`config.mk`:
```
export PLATFORM = sky130hd
export DESIGN_NAME = keyed_sec_pipe_flat
export DESIGN_NICKNAME = d
export VERILOG_FILES = /design/src/rtl/keyed_sec_pipe_if.sv /design/src/rtl/keyed_sec_pipe.sv /design/src/flat_wrapper.sv
export SDC_FILE = /design/constraint.sdc
export NUM_CORES = 1
export LEC_CHECK = 0
export BUFFER_PORTS_ARGS = -buffer_cell sky130_fd_sc_hd__buf_2
export CORE_MARGIN = 1
export CORE_UTILIZATION = 55
export CTS_CLUSTER_DIAMETER = 30
export DETAILED_ROUTE_END_ITERATION = 10
export GPL_ROUTABILITY_DRIVEN = 0
export GPL_TIMING_DRIVEN = 0
export PLACE_DENSITY = 0.8
export RECOVER_POWER = 25
export SYNTH_ARGS = -nofsm -noshare
export SYNTH_HDL_FRONTEND = slang
export SYNTH_SLANG_ARGS = --single-unit
```
`constraint.sdc`:
```
create_clock -name clk -period 2.06 [get_ports clk]
set_clock_uncertainty 0.1 [all_clocks]
set_input_delay 0.103 -clock clk [delete_from_list [all_inputs] [get_ports clk]]
set_output_delay 0.103 -clock clk [all_outputs]
set_load 0.02 [all_outputs]
```
`src/rtl/keyed_sec_pipe_if.sv`:
```
// Bus bundle for keyed_sec_pipe: serial key load, input word handshake and
// corrected output handshake. The master side is the environment driving the
// pipe; the slave side is the pipe itself.
interface keyed_sec_pipe_if #(
    parameter int unsigned DATA_W = 32,
    parameter int unsigned CHK_W  = 6
);
    // Serial key load
    logic              key_load;
    logic              key_bit;
    logic              key_vld;
    logic              key_armed;

    // Input word handshake
    logic              in_valid;
    logic              in_ready;
    logic [DATA_W-1:0] in_data;
    logic [CHK_W-1:0]  in_chk;
    logic              in_en;

    // Output word handshake
    logic              out_valid;
    logic              out_ready;
    logic [DATA_W-1:0] out_data;
    logic [1:0]        out_err;

    modport master (
        output key_load, key_bit, key_vld,
        output in_valid, in_data, in_chk, in_en,
        output out_ready,
        input  key_armed, in_ready,
        input  out_valid, out_data, out_err
    );

    modport slave (
        input  key_load, key_bit, key_vld,
        input  in_valid, in_data, in_chk, in_en,
        input  out_ready,
        output key_armed, in_ready,
        output out_valid, out_data, out_err
    );
endinterface

```
`src/rtl/keyed_sec_pipe.sv`:
```
// Keyed single-error-correcting pipeline. A serially loaded key is folded into
// the syndrome (key ^ KEY_SALT), so only the correct key yields clean decoding;
// a wrong or absent key still produces legal handshakes, just corrupted status.
// Two register stages: S1 holds data/en/syndrome, S2 holds corrected output.
module keyed_sec_pipe #(
    parameter int unsigned      DATA_W   = 32,
    parameter int unsigned      CHK_W    = 6,
    parameter logic [CHK_W-1:0] KEY_SALT = 6'h2A
) (
    input  logic             clk,
    input  logic             rst_n,
    keyed_sec_pipe_if.slave  bus
);

    localparam int unsigned KCW = $clog2(CHK_W);

    typedef enum logic [1:0] {
        ST_LOCKED  = 2'd0,
        ST_LOADING = 2'd1,
        ST_ARMED   = 2'd2
    } state_t;

    // Syndrome position of data bit idx: the (idx+1)-th integer >= 3 that is
    // not a power of two.
    function automatic int unsigned pos_f(input int unsigned idx);
        int unsigned res;
        int unsigned n;
        res = 0;
        n   = 0;
        for (int unsigned p = 3; p < 256; p++) begin
            if ((p & (p - 1)) != 0) begin
                if (n == idx && res == 0) begin
                    res = p;
                end
                n++;
            end
        end
        return res;
    endfunction

    logic [CHK_W-1:0] pos_tbl [DATA_W];

    for (genvar g = 0; g < DATA_W; g++) begin : g_pos
        assign pos_tbl[g] = CHK_W'(pos_f(g));
    end

    // Key FSM state
    state_t           state_q, state_d;
    logic [CHK_W-1:0] key_q, key_d;
    logic [KCW-1:0]   kcnt_q, kcnt_d;

    // Becomes 1 on the first edge after reset release; gates in_ready
    logic             run_q;

    // Pipeline stages
    logic              s1_valid_q;
    logic [DATA_W-1:0] s1_data_q;
    logic              s1_en_q;
    logic [CHK_W-1:0]  s1_syn_q, syn_d;

    logic              s2_valid_q;
    logic [DATA_W-1:0] s2_data_q, s2_data_d;
    logic [1:0]        s2_err_q, s2_err_d;

    logic              corr_hit;
    logic              advance;
    logic              in_ready;
    logic              in_fire;

    assign advance  = !s2_valid_q || bus.out_ready;
    assign in_ready = run_q && (state_q != ST_LOADING) && advance;
    assign in_fire  = bus.in_valid && in_ready;

    // Key FSM next state: key_load restarts from any state and wins over key_vld
    always_comb begin
        state_d = state_q;
        key_d   = key_q;
        kcnt_d  = kcnt_q;
        if (bus.key_load) begin
            state_d = ST_LOADING;
            key_d   = '0;
            kcnt_d  = '0;
        end else begin
            case (state_q)
                ST_LOADING: begin
                    if (bus.key_vld) begin
                        key_d = {bus.key_bit, key_q[CHK_W-1:1]};
                        if (kcnt_q == KCW'(CHK_W - 1)) begin
                            state_d = ST_ARMED;
                            kcnt_d  = '0;
                        end else begin
                            kcnt_d = kcnt_q + 1'b1;
                        end
                    end
                end
                default: ;
            endcase
        end
    end

    // Key FSM state register
    always_ff @(posedge clk or negedge rst_n) begin
        if (!rst_n) begin
            state_q <= ST_LOCKED;
            key_q   <= '0;
            kcnt_q  <= '0;
        end else begin
            state_q <= state_d;
            key_q   <= key_d;
            kcnt_q  <= kcnt_d;
        end
    end

    // Ready enable held low through reset and for the first edge after it
    always_ff @(posedge clk or negedge rst_n) begin
        if (!rst_n) begin
            run_q <= 1'b0;
        end else begin
            run_q <= 1'b1;
        end
    end

    // Syndrome of the incoming word, folded with the current key state
    always_comb begin
        syn_d = bus.in_chk ^ key_q ^ KEY_SALT;
        for (int unsigned i = 0; i < DATA_W; i++) begin
            if (bus.in_data[i]) begin
                syn_d = syn_d ^ pos_tbl[i];
            end
        end
    end

    // Correction and status from the syndrome captured in S1
    always_comb begin
        s2_data_d = s1_data_q;
        s2_err_d  = 2'b00;
        corr_hit  = 1'b0;
        if (s1_en_q && (s1_syn_q != '0)) begin
            if ((s1_syn_q & (s1_syn_q - 1'b1)) == '0) begin
                s2_err_d = 2'b10;
            end else begin
                for (int unsigned j = 0; j < DATA_W; j++) begin
                    if (s1_syn_q == pos_tbl[j]) begin
                        s2_data_d[j] = ~s1_data_q[j];
                        corr_hit     = 1'b1;
                    end
                end
                s2_err_d = corr_hit ? 2'b01 : 2'b11;
            end
        end
    end

    // Two-stage pipeline; both stages move together whenever S2 can drain
    always_ff @(posedge clk or negedge rst_n) begin
        if (!rst_n) begin
            s1_valid_q <= 1'b0;
            s1_data_q  <= '0;
            s1_en_q    <= 1'b0;
            s1_syn_q   <= '0;
            s2_valid_q <= 1'b0;
            s2_data_q  <= '0;
            s2_err_q   <= 2'b00;
        end else if (advance) begin
            s1_valid_q <= in_fire;
            if (in_fire) begin
                s1_data_q <= bus.in_data;
                s1_en_q   <= bus.in_en;
                s1_syn_q  <= syn_d;
            end
            s2_valid_q <= s1_valid_q;
            if (s1_valid_q) begin
                s2_data_q <= s2_data_d;
                s2_err_q  <= s2_err_d;
            end
        end
    end

    assign bus.key_armed = (state_q == ST_ARMED);
    assign bus.in_ready  = in_ready;
    assign bus.out_valid = s2_valid_q;
    assign bus.out_data  = s2_data_q;
    assign bus.out_err   = s2_err_q;

endmodule

```
`src/flat_wrapper.sv`:
```
// flat-port wrapper written by rule: the top's interface ports become plain ports
module keyed_sec_pipe_flat 
#(
    parameter int unsigned      DATA_W   = 32,
    parameter int unsigned      CHK_W    = 6,
    parameter logic [CHK_W-1:0] KEY_SALT = 6'h2A
)
  (clk, rst_n, bus_key_load, bus_key_bit, bus_key_vld, bus_in_valid, bus_in_data, bus_in_chk, bus_in_en, bus_out_ready, bus_key_armed, bus_in_ready, bus_out_valid, bus_out_data, bus_out_err);
  keyed_sec_pipe_if #(.DATA_W(DATA_W), .CHK_W(CHK_W)) bus_i ();
  input  logic clk;
  input  logic rst_n;
  input wire logic [$bits(bus_i.key_load)-1:0] bus_key_load;
  input wire logic [$bits(bus_i.key_bit)-1:0] bus_key_bit;
  input wire logic [$bits(bus_i.key_vld)-1:0] bus_key_vld;
  input wire logic [$bits(bus_i.in_valid)-1:0] bus_in_valid;
  input wire logic [$bits(bus_i.in_data)-1:0] bus_in_data;
  input wire logic [$bits(bus_i.in_chk)-1:0] bus_in_chk;
  input wire logic [$bits(bus_i.in_en)-1:0] bus_in_en;
  input wire logic [$bits(bus_i.out_ready)-1:0] bus_out_ready;
  output wire logic [$bits(bus_i.key_armed)-1:0] bus_key_armed;
  output wire logic [$bits(bus_i.in_ready)-1:0] bus_in_ready;
  output wire logic [$bits(bus_i.out_valid)-1:0] bus_out_valid;
  output wire logic [$bits(bus_i.out_data)-1:0] bus_out_data;
  output wire logic [$bits(bus_i.out_err)-1:0] bus_out_err;
  assign bus_i.key_load = bus_key_load;
  assign bus_i.key_bit = bus_key_bit;
  assign bus_i.key_vld = bus_key_vld;
  assign bus_i.in_valid = bus_in_valid;
  assign bus_i.in_data = bus_in_data;
  assign bus_i.in_chk = bus_in_chk;
  assign bus_i.in_en = bus_in_en;
  assign bus_i.out_ready = bus_out_ready;
  assign bus_key_armed = bus_i.key_armed;
  assign bus_in_ready = bus_i.in_ready;
  assign bus_out_valid = bus_i.out_valid;
  assign bus_out_data = bus_i.out_data;
  assign bus_out_err = bus_i.out_err;
  keyed_sec_pipe #(.DATA_W(DATA_W), .CHK_W(CHK_W), .KEY_SALT(KEY_SALT)) u_core (.clk(clk), .rst_n(rst_n), .bus(bus_i));
endmodule
```
* Word-level counts from Yosys, hierarchy flattened
Cells that the tools add are included.
** Word-level totals
- Register bits after elaboration :: 87
- Output and inout port bits :: 37
- Word-level logic and storage cells :: 245
** Operators by class
- $add $sub $neg :: 2
- Eq/ne operators :: 36
- Multiplexer cells :: 114
- Bitwise gates (word level) :: 67
- Reductions and logical operators :: 15
** Operators by type and width (number)
- $eq A6 B5 Y1 const B :: 15
- $mux W5 :: 15
- $mux W1 :: 66
- $mux W32 :: 2
- $mux W6 :: 9
- $eq A6 B4 Y1 const B :: 7
- $not A3 Y3 :: 14
- $eq A6 B6 Y1 const B :: 6
- $not A1 Y1 :: 32
- $mux W4 :: 7
- $not A2 Y2 :: 13
- $mux W3 :: 7
- $not A4 Y4 :: 5
- $eq A6 B3 Y1 const B :: 3
- $mux W2 :: 8
- $and A6 B6 Y6 :: 1
- $eq A6 B2 Y1 const B :: 1
- $logic_not A6 Y1 :: 1
- $reduce_and A2 Y1 :: 3
- $reduce_bool A2 Y1 :: 3
- $reduce_bool A6 Y1 :: 1
- $sub A6 B1 Y6 const B :: 1
- $xor A6 B6 Y6 :: 1
- $not A5 Y5 :: 1
- other kinds (9) :: 12

* Logic depth before layout (Yosys ltp)
- Depth in word-level cells :: 66
- Depth in mapped cells :: 7
- Mapped depth without buffers :: 5

* Worst setup path after synthesis
Ideal clock, no wire load.
- Path kind :: reg-to-reg
- Start :: register u_core.s2_valid_q (netlist: u_core.bus.out_valid)
- End :: register u_core.s1_data_q[10]
- Library setup time :: 0.125 ns
- Data arrival time :: 1.680 ns
- Data required time :: 1.835 ns
- Path slack :: 0.156 ns
- Stages on the path, launching flop included :: 6
- Path buffers :: 1
- Clock period less this slack :: 1.904 ns
- Path through :: dfrtp_1 nand2b_1 and3_1 nand2_1 buf_2 mux2_2
** Between the ends
- Longest elaborated chain between the ends :: 5
** RTL lines
- from (decl) :: line keyed_sec_pipe.sv:61 : logic s2_valid_q;
- from (signal assigned) :: line keyed_sec_pipe.sv:170 : s2_valid_q <= s1_valid_q;
- $logic_not A1 Y1 :: line keyed_sec_pipe.sv:70 : assign advance = !s2_valid_q || bus.out_ready;
- $logic_or A1 B1 Y1 :: line keyed_sec_pipe.sv:70
- $logic_and A1 B1 Y1 :: line keyed_sec_pipe.sv:71 : assign in_ready = run_q && (state_q != ST_LOADING) && advance;
- net bus_in_ready :: line flat_wrapper.sv:21 : output wire logic [$bits(bus_i.in_ready)-1:0] bus_in_ready;
- $logic_and A1 B1 Y1 :: line keyed_sec_pipe.sv:72 : assign in_fire = bus.in_valid && in_ready;
- $reduce_and A2 Y1 (no line)
- to (signal assigned) :: line keyed_sec_pipe.sv:166 : s1_data_q <= bus.in_data;
- to (decl) :: line keyed_sec_pipe.sv:57 : logic [DATA_W-1:0] s1_data_q;
The timed path passes the listed nets, and every way through them passes these cells.
A chain may end at the register's enable or synchronous reset.

* Worst setup path in the final report
- Start :: register u_core.s1_syn_q[2]
- End :: register u_core.s2_data_q[4] (netlist: u_core.bus.out_data[4])
** Between the ends
- Longest elaborated chain between the ends :: 5
- Elaborated cells between the ends (all ways) :: 9
- Those cells by class :: add/sub: 1; eq/ne: 1; mux: 3; bitwise: 1; reduce/logical: 3
** RTL lines
- from (decl) :: line keyed_sec_pipe.sv:59 : logic [CHK_W-1:0] s1_syn_q, syn_d;
- from (signal assigned) :: line keyed_sec_pipe.sv:168 : s1_syn_q <= syn_d;
- $sub A6 B1 Y6 :: line keyed_sec_pipe.sv:139 : if ((s1_syn_q & (s1_syn_q - 1'b1)) == '0) begin
- $and A6 B6 Y6 :: line keyed_sec_pipe.sv:139
- $logic_not A6 Y1 :: line keyed_sec_pipe.sv:139
- $mux W32 :: line keyed_sec_pipe.sv:139
- $mux W32 * :: line keyed_sec_pipe.sv:138 : if (s1_en_q && (s1_syn_q != '0)) begin
- to (signal assigned) :: line keyed_sec_pipe.sv:172 : s2_data_q <= s2_data_d;
- to (decl) :: line keyed_sec_pipe.sv:62 : logic [DATA_W-1:0] s2_data_q, s2_data_d;
Mark *: on every way between the ends. The rest lies on a longest branch, timed or not.

==> impl_results.md <==
* Outcome: complete, no violations
* Seq/Total Area, Yosys at 0.4772
* Standard-cell rows at 32
* IO Port Bufs at 82
* Startpoint of the worst-slack reg-to-reg timing path: u_core.s1_syn_q[2]$_DFFE_PN0P_
* Clk slew on worst S/H paths at 0.09 ns
* Reg2reg setup slack at 0.08 ns
* ANT nets after route at 0
* WS Path Type: flip-flop to flip-flop
* Count leader, synth: dfrtp_1
* Post-DR wirelength/cell at 16.87 um
* CP Launch Type: flip-flop
* DRC at 0
* Final period utilization at 0.9633
* Total Neg Setup Slack at 0 ns
* Pwr dens at 752.6 nW/um^2
* Synth area leader: dfrtp_1
* Top post-synthesis cells by area: dfrtp_1, xnor2_1, mux2_2
* CTS Root Cell: clkbuf_8
* Pins Over Slew Limit at 0
* Unrepaired setup endpoints after global routing: no
* H-tree levels at 3
* CP startpoint: u_core.s1_syn_q[2]$_DFFE_PN0P_
* Reg2reg path depth at 6
* Worst-path fanout max at 9
* Min Hold Slack at between 0.01 and 0.015 ns
* DIE WIDTH at 93.08 um
* Library cells used by synthesis at 43
* Minimum clock period at roughly 2.0 ns
* Worst slew pin tran at between 1 and 1.5 ns
* # setup viols final at 0
* Crit path capture type: flip-flop
* Total global routing overflow at 0
* Post-DR vias/cell at around 5.3
* Max cap viols at 0
* Routed vias at 3530
* GR Util All Layers at 0.2802
* Most used DFF post-synth: dfrtp_1
* CP endpoint: u_core.bus.out_data[4]$_DFFE_PN0P_
* CTS Buf Count at 9
* Hold Vio Cnt, Final at 0
* Wirelength, routed at 11.17 mm
* Area grow syn2layout at 24.71%
* Relative slew slack at 0.2637
* Vias in the first global route at 3629
* WP data arrival at 2.12 ns
* Yosys reg bits at 87
* Setup Fix Bufs, Post-CTS at 0
* Syn nets at 471
* Clock Latency Late Sink at 0.37 ns
* Initial DRC Count at 136
* Ratio of cells with drive above 1 in the final layout at 0.2643
* Full die area at 8663 sq um
* Nets at around 600
* Fmax at 503.9 MHz
* Initial antenna violation count at 0
* Clock Sinks at 87
* Reg2reg end: u_core.bus.out_data[4]$_DFFE_PN0P_
* Synth Instances at 425
* Ys async rst share at 1.000
* Post-Syn Area per Cell at 10.73 sq um
* CTS Buffer Depth at 2
* Post-synth EDFFs at 0
* Peak VDD IR at 0.4076 mV
* Lkg Pwr at 2.648 nW
* First-pass GRT wire length at 18.10 mm
* Util after Layout at 0.7213
* CP required at 2.19 ns
* Die Ht at 93.08 um
* TritonRoute pass-1 iters at 5
* I/O pin count at 83
* Post-synthesis cell area at roughly 4600 sq um
* Post-synth top cells: dfrtp_1, xnor2_1, nand2_1, mux2_2, o21ai_0
* Placeable Area at 7888 sq um
* CTS tree: built
* Initial Utilization at 0.5784
* Synthesis Warnings at 0
* Antenna diodes at 0
* Pin count of the biggest net entering global routing at 47
* Path category of the worst min-delay check: primary input to flip-flop
* DP HPWL at approximately 8.2 mm
* Top cell type's share of synthesized area at 0.4772
-- routing by layer --
metal | share of wire | wire, um | track usage
met3 | 0.057 | 641 | 0.05772
met2 | 0.49 | 5488 | 0.4645
met4 | 0.021 | 233 | 0.1013
met5 | 0 | 0 | 0
met1 | 0.43 | 4804 | 0.3650
-- worst min-delay path by stage --
stage,cells after the start,from,endpoint
5_1_grt,3,bus_out_ready,u_core.bus.out_valid$_DFFE_PN0N_
4_1_cts,3,bus_out_ready,u_core.bus.out_valid$_DFFE_PN0N_
2_1_floorplan,0,rst_n,u_core.bus.out_data[0]$_DFFE_PN0P_
3_3_place_gp,2,bus_key_load,u_core.state_q[0]$_DFFE_PN0P_
6_report,3,bus_out_ready,u_core.bus.out_valid$_DFFE_PN0N_
3_5_place_dp,1,rst_n,u_core.bus.out_data[27]$_DFFE_PN0P_
-- cell families after synthesis --
logic type / Yosys count / share of synthesized area
muxes: 39 / 0.09463
buffers and inverters: 24 / 0.02194
xor gates and xnor gates: 97 / 0.2106
and+or+nand+nor: 119 / 0.1237
adders and majority gates: 1 / 0.002194
DFF: 87 / 0.4772
AOI/OAI and AO/OA: 57 / 0.06884
other: 1 / 0.0008220
-- placed cells by master (no fill, tap or decap), types with 3 or more instances in the layout --
cell type,netlist,layout
dfrtp_1,87,87
nor3_1,7,7
mux2_2,33,33
xnor3_1,7,7
nand3_1,10,10
nand4_1,3,3
dlygate4sd3_1,0,36
inv_1,3,3
a21oi_1,6,6
nor2_1,26,26
o21ai_0,33,33
nand2b_1,7,7
clkbuf_1,10,11
nand2_1,51,50
xnor2_1,63,63
clkinvlp_4,0,3
clkbuf_8,0,10
o21ai_1,9,9
xor2_1,25,25
mux2i_1,6,6
buf_2,8,88
-- stage by stage --
step	total power, mW	instance area (sq um)	worst slack [ns]	std cells
6_report	4.282	5689	0.07557	662
5_1_grt	4.448	5689	0.003929	662
4_1_cts	4.268	5689	0.04045	662
3_5_place_dp	3.010	5130	0.05331	610
3_3_place_gp	2.963	5100	0.1069	609
2_1_floorplan	2.686	4562	0.1556	425
-- where the power goes --
part	total, mW	internal, mW	leakage [nW]	switching [mW]
logic	1.16	0.545	1.37	0.614
registers	1.91	1.81	1.18	0.0950
clock network	1.22	0.592	0.0916	0.625
total	4.28	2.95	2.65	1.33
-- cell type report --
class                      count  area, sq um
clock inverter                 5        57.56
inverter                       4        15.01
clock buffer                  11        141.4
tap                          102        127.6
timing repair buffer         119        797.0
fill                         589         2198
buffer                        20        86.33
sequential                    87         2177
multi-input combinational    314         2287
-- sequential cells by signal, indices dropped and copies added (netlist names) --
name                  flops
u_core.bus.out_data      32
u_core.s1_data_q         32
u_core.key_q              6
u_core.s1_syn_q           6
u_core.kcnt_q             3
u_core.bus.out_err        2
u_core.state_q            2
u_core.bus.out_valid      1
u_core.run_q              1
u_core.s1_en_q            1
u_core.s1_valid_q         1
-- repair_timing --
action	4_1_cts	5_1_grt
hold buffers	36	0
setup endpoints to repair	0	27
hold endpoints to repair	77	0
gates resized for setup	0	3
-- worst max-delay path, cell delays in order (launching register included) --
cell and delay (ns):
dfrtp_1 0.36, buf_2 0.16, or4_4 0.56, and2_1 0.22, nand3_1 0.12, xor2_1 0.22
o21ai_0 0.11
Note: power is estimated with default switching activity, not from simulation.
